$ cat src/rtl/pixel_write_ctrl_if.sv
// rtl/pixel_write_ctrl_if.sv - renderer query and framebuffer write bus for pixel_write_ctrl
interface pixel_write_ctrl_if #(
  parameter int COLOR_W = 8,
  parameter int ADDR_W  = 20
) ();
  logic [9:0]         RenderX;
  logic [9:0]         RenderY;
  logic [COLOR_W-1:0] render_color;
  logic [ADDR_W-1:0]  fb_addr;
  logic [COLOR_W-1:0] fb_data;
  logic               fb_we;

  modport master (
    output RenderX, RenderY, fb_addr, fb_data, fb_we,
    input  render_color
  );

  modport slave (
    input  RenderX, RenderY, fb_addr, fb_data, fb_we,
    output render_color
  );
endinterface

$ cat src/rtl/pixel_write_ctrl.sv
// rtl/pixel_write_ctrl.sv - three-stage coordinate-to-framebuffer writer with double-buffer swap
module pixel_write_ctrl #(
  parameter int H_TOTAL = 640,
  parameter int V_TOTAL = 480,
  parameter int COLOR_W = 8,
  parameter int ADDR_W  = 20
) (
  input  logic               clk,
  input  logic               Reset,
  input  logic               enable,
  input  logic [9:0]         WriteX,
  input  logic [9:0]         WriteY,
  input  logic               swap_req,
  output logic               disp_buf,
  output logic               frame_done,
  output logic               swap_ack,
  pixel_write_ctrl_if.master bus
);
  localparam int OFF_W = ADDR_W - 1;
  localparam logic [9:0] X_END  = 10'(H_TOTAL);
  localparam logic [9:0] Y_END  = 10'(V_TOTAL);
  localparam logic [9:0] X_LAST = 10'(H_TOTAL - 1);
  localparam logic [9:0] Y_LAST = 10'(V_TOTAL - 1);

  typedef enum logic [1:0] {IDLE, PENDING, SWAP} swap_state_t;

  swap_state_t       state, state_next;
  logic              disp_next;
  logic              accept;
  logic [OFF_W-1:0]  x_ext, y_ext, offset_in;
  logic              v1, v2, last1, last2;
  logic [ADDR_W-1:0] addr1, addr2;

  assign accept    = enable && (WriteX < X_END) && (WriteY < Y_END);
  assign x_ext     = OFF_W'(WriteX);
  assign y_ext     = OFF_W'(WriteY);
  assign offset_in = (y_ext << 9) + (y_ext << 7) + x_ext;
  assign swap_ack  = (state == SWAP);

  always_comb begin
    state_next = state;
    disp_next  = disp_buf;
    case (state)
      IDLE:    if (swap_req) state_next = PENDING;
      PENDING: begin
        if (frame_done) begin
          state_next = SWAP;
          disp_next  = ~disp_buf;
        end
      end
      SWAP:    state_next = swap_req ? PENDING : IDLE;
      default: state_next = IDLE;
    endcase
  end

  always_ff @(posedge clk) begin
    if (Reset) begin
      state    <= IDLE;
      disp_buf <= 1'b0;
    end else begin
      state    <= state_next;
      disp_buf <= disp_next;
    end
  end

  // bsel follows the post-edge disp_buf so pixels captured on the swap edge land in the new back buffer
  always_ff @(posedge clk) begin
    if (Reset) begin
      bus.RenderX  <= '0;
      bus.RenderY  <= '0;
      v1           <= 1'b0;
      last1        <= 1'b0;
      addr1        <= '0;
      v2           <= 1'b0;
      last2        <= 1'b0;
      addr2        <= '0;
      bus.fb_we    <= 1'b0;
      bus.fb_addr  <= '0;
      bus.fb_data  <= '0;
      frame_done   <= 1'b0;
    end else begin
      v1 <= accept;
      if (accept) begin
        bus.RenderX <= WriteX;
        bus.RenderY <= WriteY;
        addr1       <= {~disp_next, offset_in};
        last1       <= (WriteX == X_LAST) && (WriteY == Y_LAST);
      end
      v2         <= v1;
      addr2      <= addr1;
      last2      <= v1 && last1;
      bus.fb_we  <= v2;
      frame_done <= v2 && last2;
      if (v2) begin
        bus.fb_addr <= addr2;
        bus.fb_data <= bus.render_color;
      end
    end
  end
endmodule

$ cat src/flat_wrapper.sv
// flat-port wrapper written by rule: the top's interface ports become plain ports
module pixel_write_ctrl_flat 
#(
  parameter int H_TOTAL = 640,
  parameter int V_TOTAL = 480,
  parameter int COLOR_W = 8,
  parameter int ADDR_W  = 20
)
  (clk, Reset, enable, WriteX, WriteY, swap_req, disp_buf, frame_done, swap_ack, bus_RenderX, bus_RenderY, bus_fb_addr, bus_fb_data, bus_fb_we, bus_render_color);
  pixel_write_ctrl_if #(.COLOR_W(COLOR_W), .ADDR_W(ADDR_W)) bus_i ();
  input  logic clk;
  input  logic Reset;
  input  logic enable;
  input  logic [9:0] WriteX;
  input  logic [9:0] WriteY;
  input  logic swap_req;
  output logic disp_buf;
  output logic frame_done;
  output logic swap_ack;
  output wire logic [$bits(bus_i.RenderX)-1:0] bus_RenderX;
  output wire logic [$bits(bus_i.RenderY)-1:0] bus_RenderY;
  output wire logic [$bits(bus_i.fb_addr)-1:0] bus_fb_addr;
  output wire logic [$bits(bus_i.fb_data)-1:0] bus_fb_data;
  output wire logic [$bits(bus_i.fb_we)-1:0] bus_fb_we;
  input wire logic [$bits(bus_i.render_color)-1:0] bus_render_color;
  assign bus_RenderX = bus_i.RenderX;
  assign bus_RenderY = bus_i.RenderY;
  assign bus_fb_addr = bus_i.fb_addr;
  assign bus_fb_data = bus_i.fb_data;
  assign bus_fb_we = bus_i.fb_we;
  assign bus_i.render_color = bus_render_color;
  pixel_write_ctrl #(.H_TOTAL(H_TOTAL), .V_TOTAL(V_TOTAL), .COLOR_W(COLOR_W), .ADDR_W(ADDR_W)) u_core (.clk(clk), .Reset(Reset), .enable(enable), .WriteX(WriteX), .WriteY(WriteY), .swap_req(swap_req), .disp_buf(disp_buf), .frame_done(frame_done), .swap_ack(swap_ack), .bus(bus_i));
endmodule
$ cat config.mk
export PLATFORM = sky130hd
export DESIGN_NAME = pixel_write_ctrl_flat
export DESIGN_NICKNAME = d
export VERILOG_FILES = /design/src/rtl/pixel_write_ctrl_if.sv /design/src/rtl/pixel_write_ctrl.sv /design/src/flat_wrapper.sv
export SDC_FILE = /design/constraint.sdc
export NUM_CORES = 1
export LEC_CHECK = 0
export CAP_MARGIN = 20
export CORE_MARGIN = 5
export CORE_UTILIZATION = 53
export CTS_CLUSTER_DIAMETER = 40
export CTS_CLUSTER_SIZE = 8
export DETAILED_ROUTE_END_ITERATION = 6
export PLACE_DENSITY = 0.84
export SETUP_SLACK_MARGIN = 0.5
export SYNTH_ARGS = -nofsm -noshare
export SYNTH_HDL_FRONTEND = slang
export SYNTH_SLANG_ARGS = --single-unit
$ cat constraint.sdc
create_clock -name clk -period 9.2 [get_ports clk]
set_input_delay 2.76 -clock clk [delete_from_list [all_inputs] [get_ports clk]]
set_output_delay 2.76 -clock clk [all_outputs]
set_load 0.05 [all_outputs]
==> flow_summary.toml <==
[setup_path]
slowest_stage = "fa_1"
worstRegToRegCells = 2
end_kind = "flop"
critPathKind = "in -> reg"
path_cells = "clkdlybuf4s50_1, inv_1, fa_1, inv_1, fa_1, a211oi_1, o21bai_1, a21oi_1, nor4_1, a221o_1"
rrSetupSlack_ps = 7790
critPathLaunchType = "input port"
startpoint = "WriteX[9]"
worstPathRequired_ps = 9450
r2r_end = "u_core.bus.fb_addr[7]$_SDFFE_PP0P_"
worstPathArrival_ps = 5570
cp_slowest_stage_delay_ps = 540
worstPathMaxFanout = 4
critical_path.endpoint = "u_core.addr1[16]$_SDFFE_PP0P_"
reg2reg_from = "u_core.v2$_SDFF_PP0_"

[drt]
drt_iter0_markers = 156
dr_total_vias = 2690
wl_per_cell_um = 15.1
drt_pass1_iterations = 4
remaining_drc_errors = 0
wl_mm = 7.59
detail-route-antenna-nets = 0
vias_per_cell = 5.37

[placement]
placed_area_mm2 = 0.00436
gp_congestion = 0.806
dp.cells = 485
portBuffers = 83
dp_hpwl_mm = 5.20

[power_and_ir_drop]
total_power_uw = 785
p_leak_uw = 0.00175
power_density_mw_per_mm2 = 172
irDropWorstVdd_mv = 0.139

[timing]
slew_viol_final = 0
relSlewSlack_pct = 27.4
rsz0062_at_grt = "false"
fin_crit_ps = 5320
fmax_ghz = 0.188
final.period_utilization_pct = 57.9
hold_viol = 0
setup_tns_ps = 0
tightest_slew_ps = 1090
setup_violations = 0
skew_ps = 8.44

[synthesis]
ys_ff_latch = 90
synthArstFlopShare_pct = 0
synth_area_leaders = "dfxtp_1 51%, mux2i_1 8.2%, ha_1 6.7%, nor2b_1 4.0%, nor2_1 3.7%"
synth_top_cell_by_area = "dfxtp_1"
ys.flop_type = "dfxtp_1"
seq_area_frac_synth_pct = 50.7
synthXorXnorAreaFrac_pct = 0.739
syn_area_mm2 = 0.00356
synthDominantCellAreaShare_pct = 50.7
synthCells = 348
synthSimpleGateAreaFrac_pct = 16.0
yosysWarnings = 0
ys_types = 46
synth-compound-area-share_pct = 11.8
synthAdderAreaFrac_pct = 7.81
ys_top_cells_by_count = "90 x dfxtp_1, 35 x nor2_1, 29 x mux2i_1, 29 x nand2_1, 23 x nor2b_1"
yosysMostFrequentCell = "dfxtp_1"
syn_nets = 401
synth.mux.area_fraction_pct = 8.16
synth_top_family_by_area = "simple AND/OR/NAND/NOR gates"
syn_avg_cell_area_um2 = 10.2
synth_edf_count = 0

[cts]
tritoncts = "yes"
clock_sinks = 90
cts.clk_slew.worst_paths_ps = 80
h-tree-depth = 3
postCtsSetupRepairBufs = 0
cts_resized = 0
clock_latency_ps = 360
numCtsBuffers = 9
root_buffer = "clkbuf_8"
clk_path_buf_depth = 2
hold_buffers = 0

[final_layout]
diodes = 0
nets = 472
drive_gt1_share_pct = 6.13
n_fill_cell = 470
fin_util_pct = 71.0
synthToLayoutAreaGrowth_pct = 28.1
design_area_mm2 = 0.00456
stdcell_count = 501

[floorplanning]
io_pins = 84
chipHeight_um = 91.9
core_area_mm2 = 0.00642
die_w_um = 91.9
rows = 29
initial_core_util_pct = 55.4
die_area_mm2 = 0.00845

[global_route]
track_usage_pct = 18.5
grt_max_degree = 81
grt-ovfl-total = 0
grt_antenna_before_repair = 0
grt_first_pass_wirelength_mm = 12.7
grt_pass1_vias = 2726

[job]
drv_cap = 0

[outcome]
status = "complete, no violations"

[hold_path]
min_path_type = "reg -> reg"
==> flip-flops by register name (all words and copies together), names as in the netlist <==
signal,flops
u_core.bus.RenderX,3
u_core.last2,1
u_core.state,2
u_core.bus.RenderY,10
u_core.last1,1
u_core.bus.fb_addr,20
u_core.v2,1
u_core.v1,1
u_core.bus.fb_data,8
u_core.frame_done,1
u_core.bus.fb_we,1
u_core.addr2,20
u_core.disp_buf,1
u_core.addr1,20
==> worst max-delay path, delay by kind of cell <==
family / cells / cell delay, ps
AOI/OAI and AO/OA: 4 / 1010
adders and majority gates: 2 / 1010
buffers and inverters: 3 / 690
and+or+nand+nor: 1 / 80
==> metal layers <==
metal  GRT usage (%)  vias to the layer above  share of wire, %
li1                -                     1338                 -
met1            22.1                     1260                44
met2            30.4                       78                48
met3            5.97                       14               6.5
met4            8.04                        0               1.7
met5               0                        -                 0
==> how the worst min path moves through the flow <==
stage / startpoint / to / slack [ps] / cells past startpoint
3_5_place_dp: u_core.last2$_SDFF_PP0_ / u_core.frame_done$_SDFF_PP0_ / 420 / 1
5_1_grt: u_core.last2$_SDFF_PP0_ / u_core.frame_done$_SDFF_PP0_ / 470 / 1
4_1_cts: u_core.last2$_SDFF_PP0_ / u_core.frame_done$_SDFF_PP0_ / 450 / 1
6_report: u_core.last2$_SDFF_PP0_ / u_core.frame_done$_SDFF_PP0_ / 440 / 1
2_1_floorplan: u_core.last2$_SDFF_PP0_ / u_core.frame_done$_SDFF_PP0_ / 410 / 1
3_3_place_gp: u_core.last2$_SDFF_PP0_ / u_core.frame_done$_SDFF_PP0_ / 410 / 1
==> power breakdown <==
part	switching, uW	total (uW)	internal, uW
sequential	5.71	408	402
clock	139	265	127
combinational	64.2	112	48.1
==> kinds of logic (layout without fill, tap and decap cells) <==
group | after synthesis | count (layout)
buffers and inverters | 34 | 110
AO/OA/AOI/OAI | 58 | 58
XOR/XNOR | 3 | 3
AND/OR/NAND/NOR | 113 | 113
adder cells (fa/ha/maj) | 21 | 21
flip-flops | 90 | 90
multiplexers | 29 | 29
==> layout make-up <==
| cell class | count | area (um^2) | share of cell area, % |
|---|---|---|---|
| clock buffers | 10 | 128 | 2.80 |
| clock inverters | 6 | 65.1 | 1.43 |
| inverters | 9 | 33.8 | 0.741 |
| multi-input cells | 224 | 1590 | 34.9 |
| flip-flops and latches | 90 | 1800 | 39.6 |
| well taps | 77 | 96.3 | 2.11 |
| repair buffers | 85 | 841 | 18.5 |
==> cells in the final DEF, fill, tap and decap left out, drive strengths merged, types with 2 or more instances in the layout <==
cell type and n:
nand3 2, o22a 11, nor3b 3, buf 3, nor3 3, nor2b 23
dfxtp 90, clkinv 2, and2 2, nor2 35, o211ai 2, xnor2 2
mux2i 29, nand3b 4, nand4 4, fa 2, nor4 3, a21oi 21
a21o 6, clkbuf 10, o21ai 3, clkdlybuf4s50 82, a221o 3, inv 11
nand2 30, ha 19
==> per-stage QoR <==
stage,hold slack [ps],worst slack [ps]
after floorplan,406,4300
after global placement,409,3590
after detailed placement,424,3480
after CTS,445,3870
after global routing,470,3670
final,440,3880
Power figures use the tool's default switching activity.
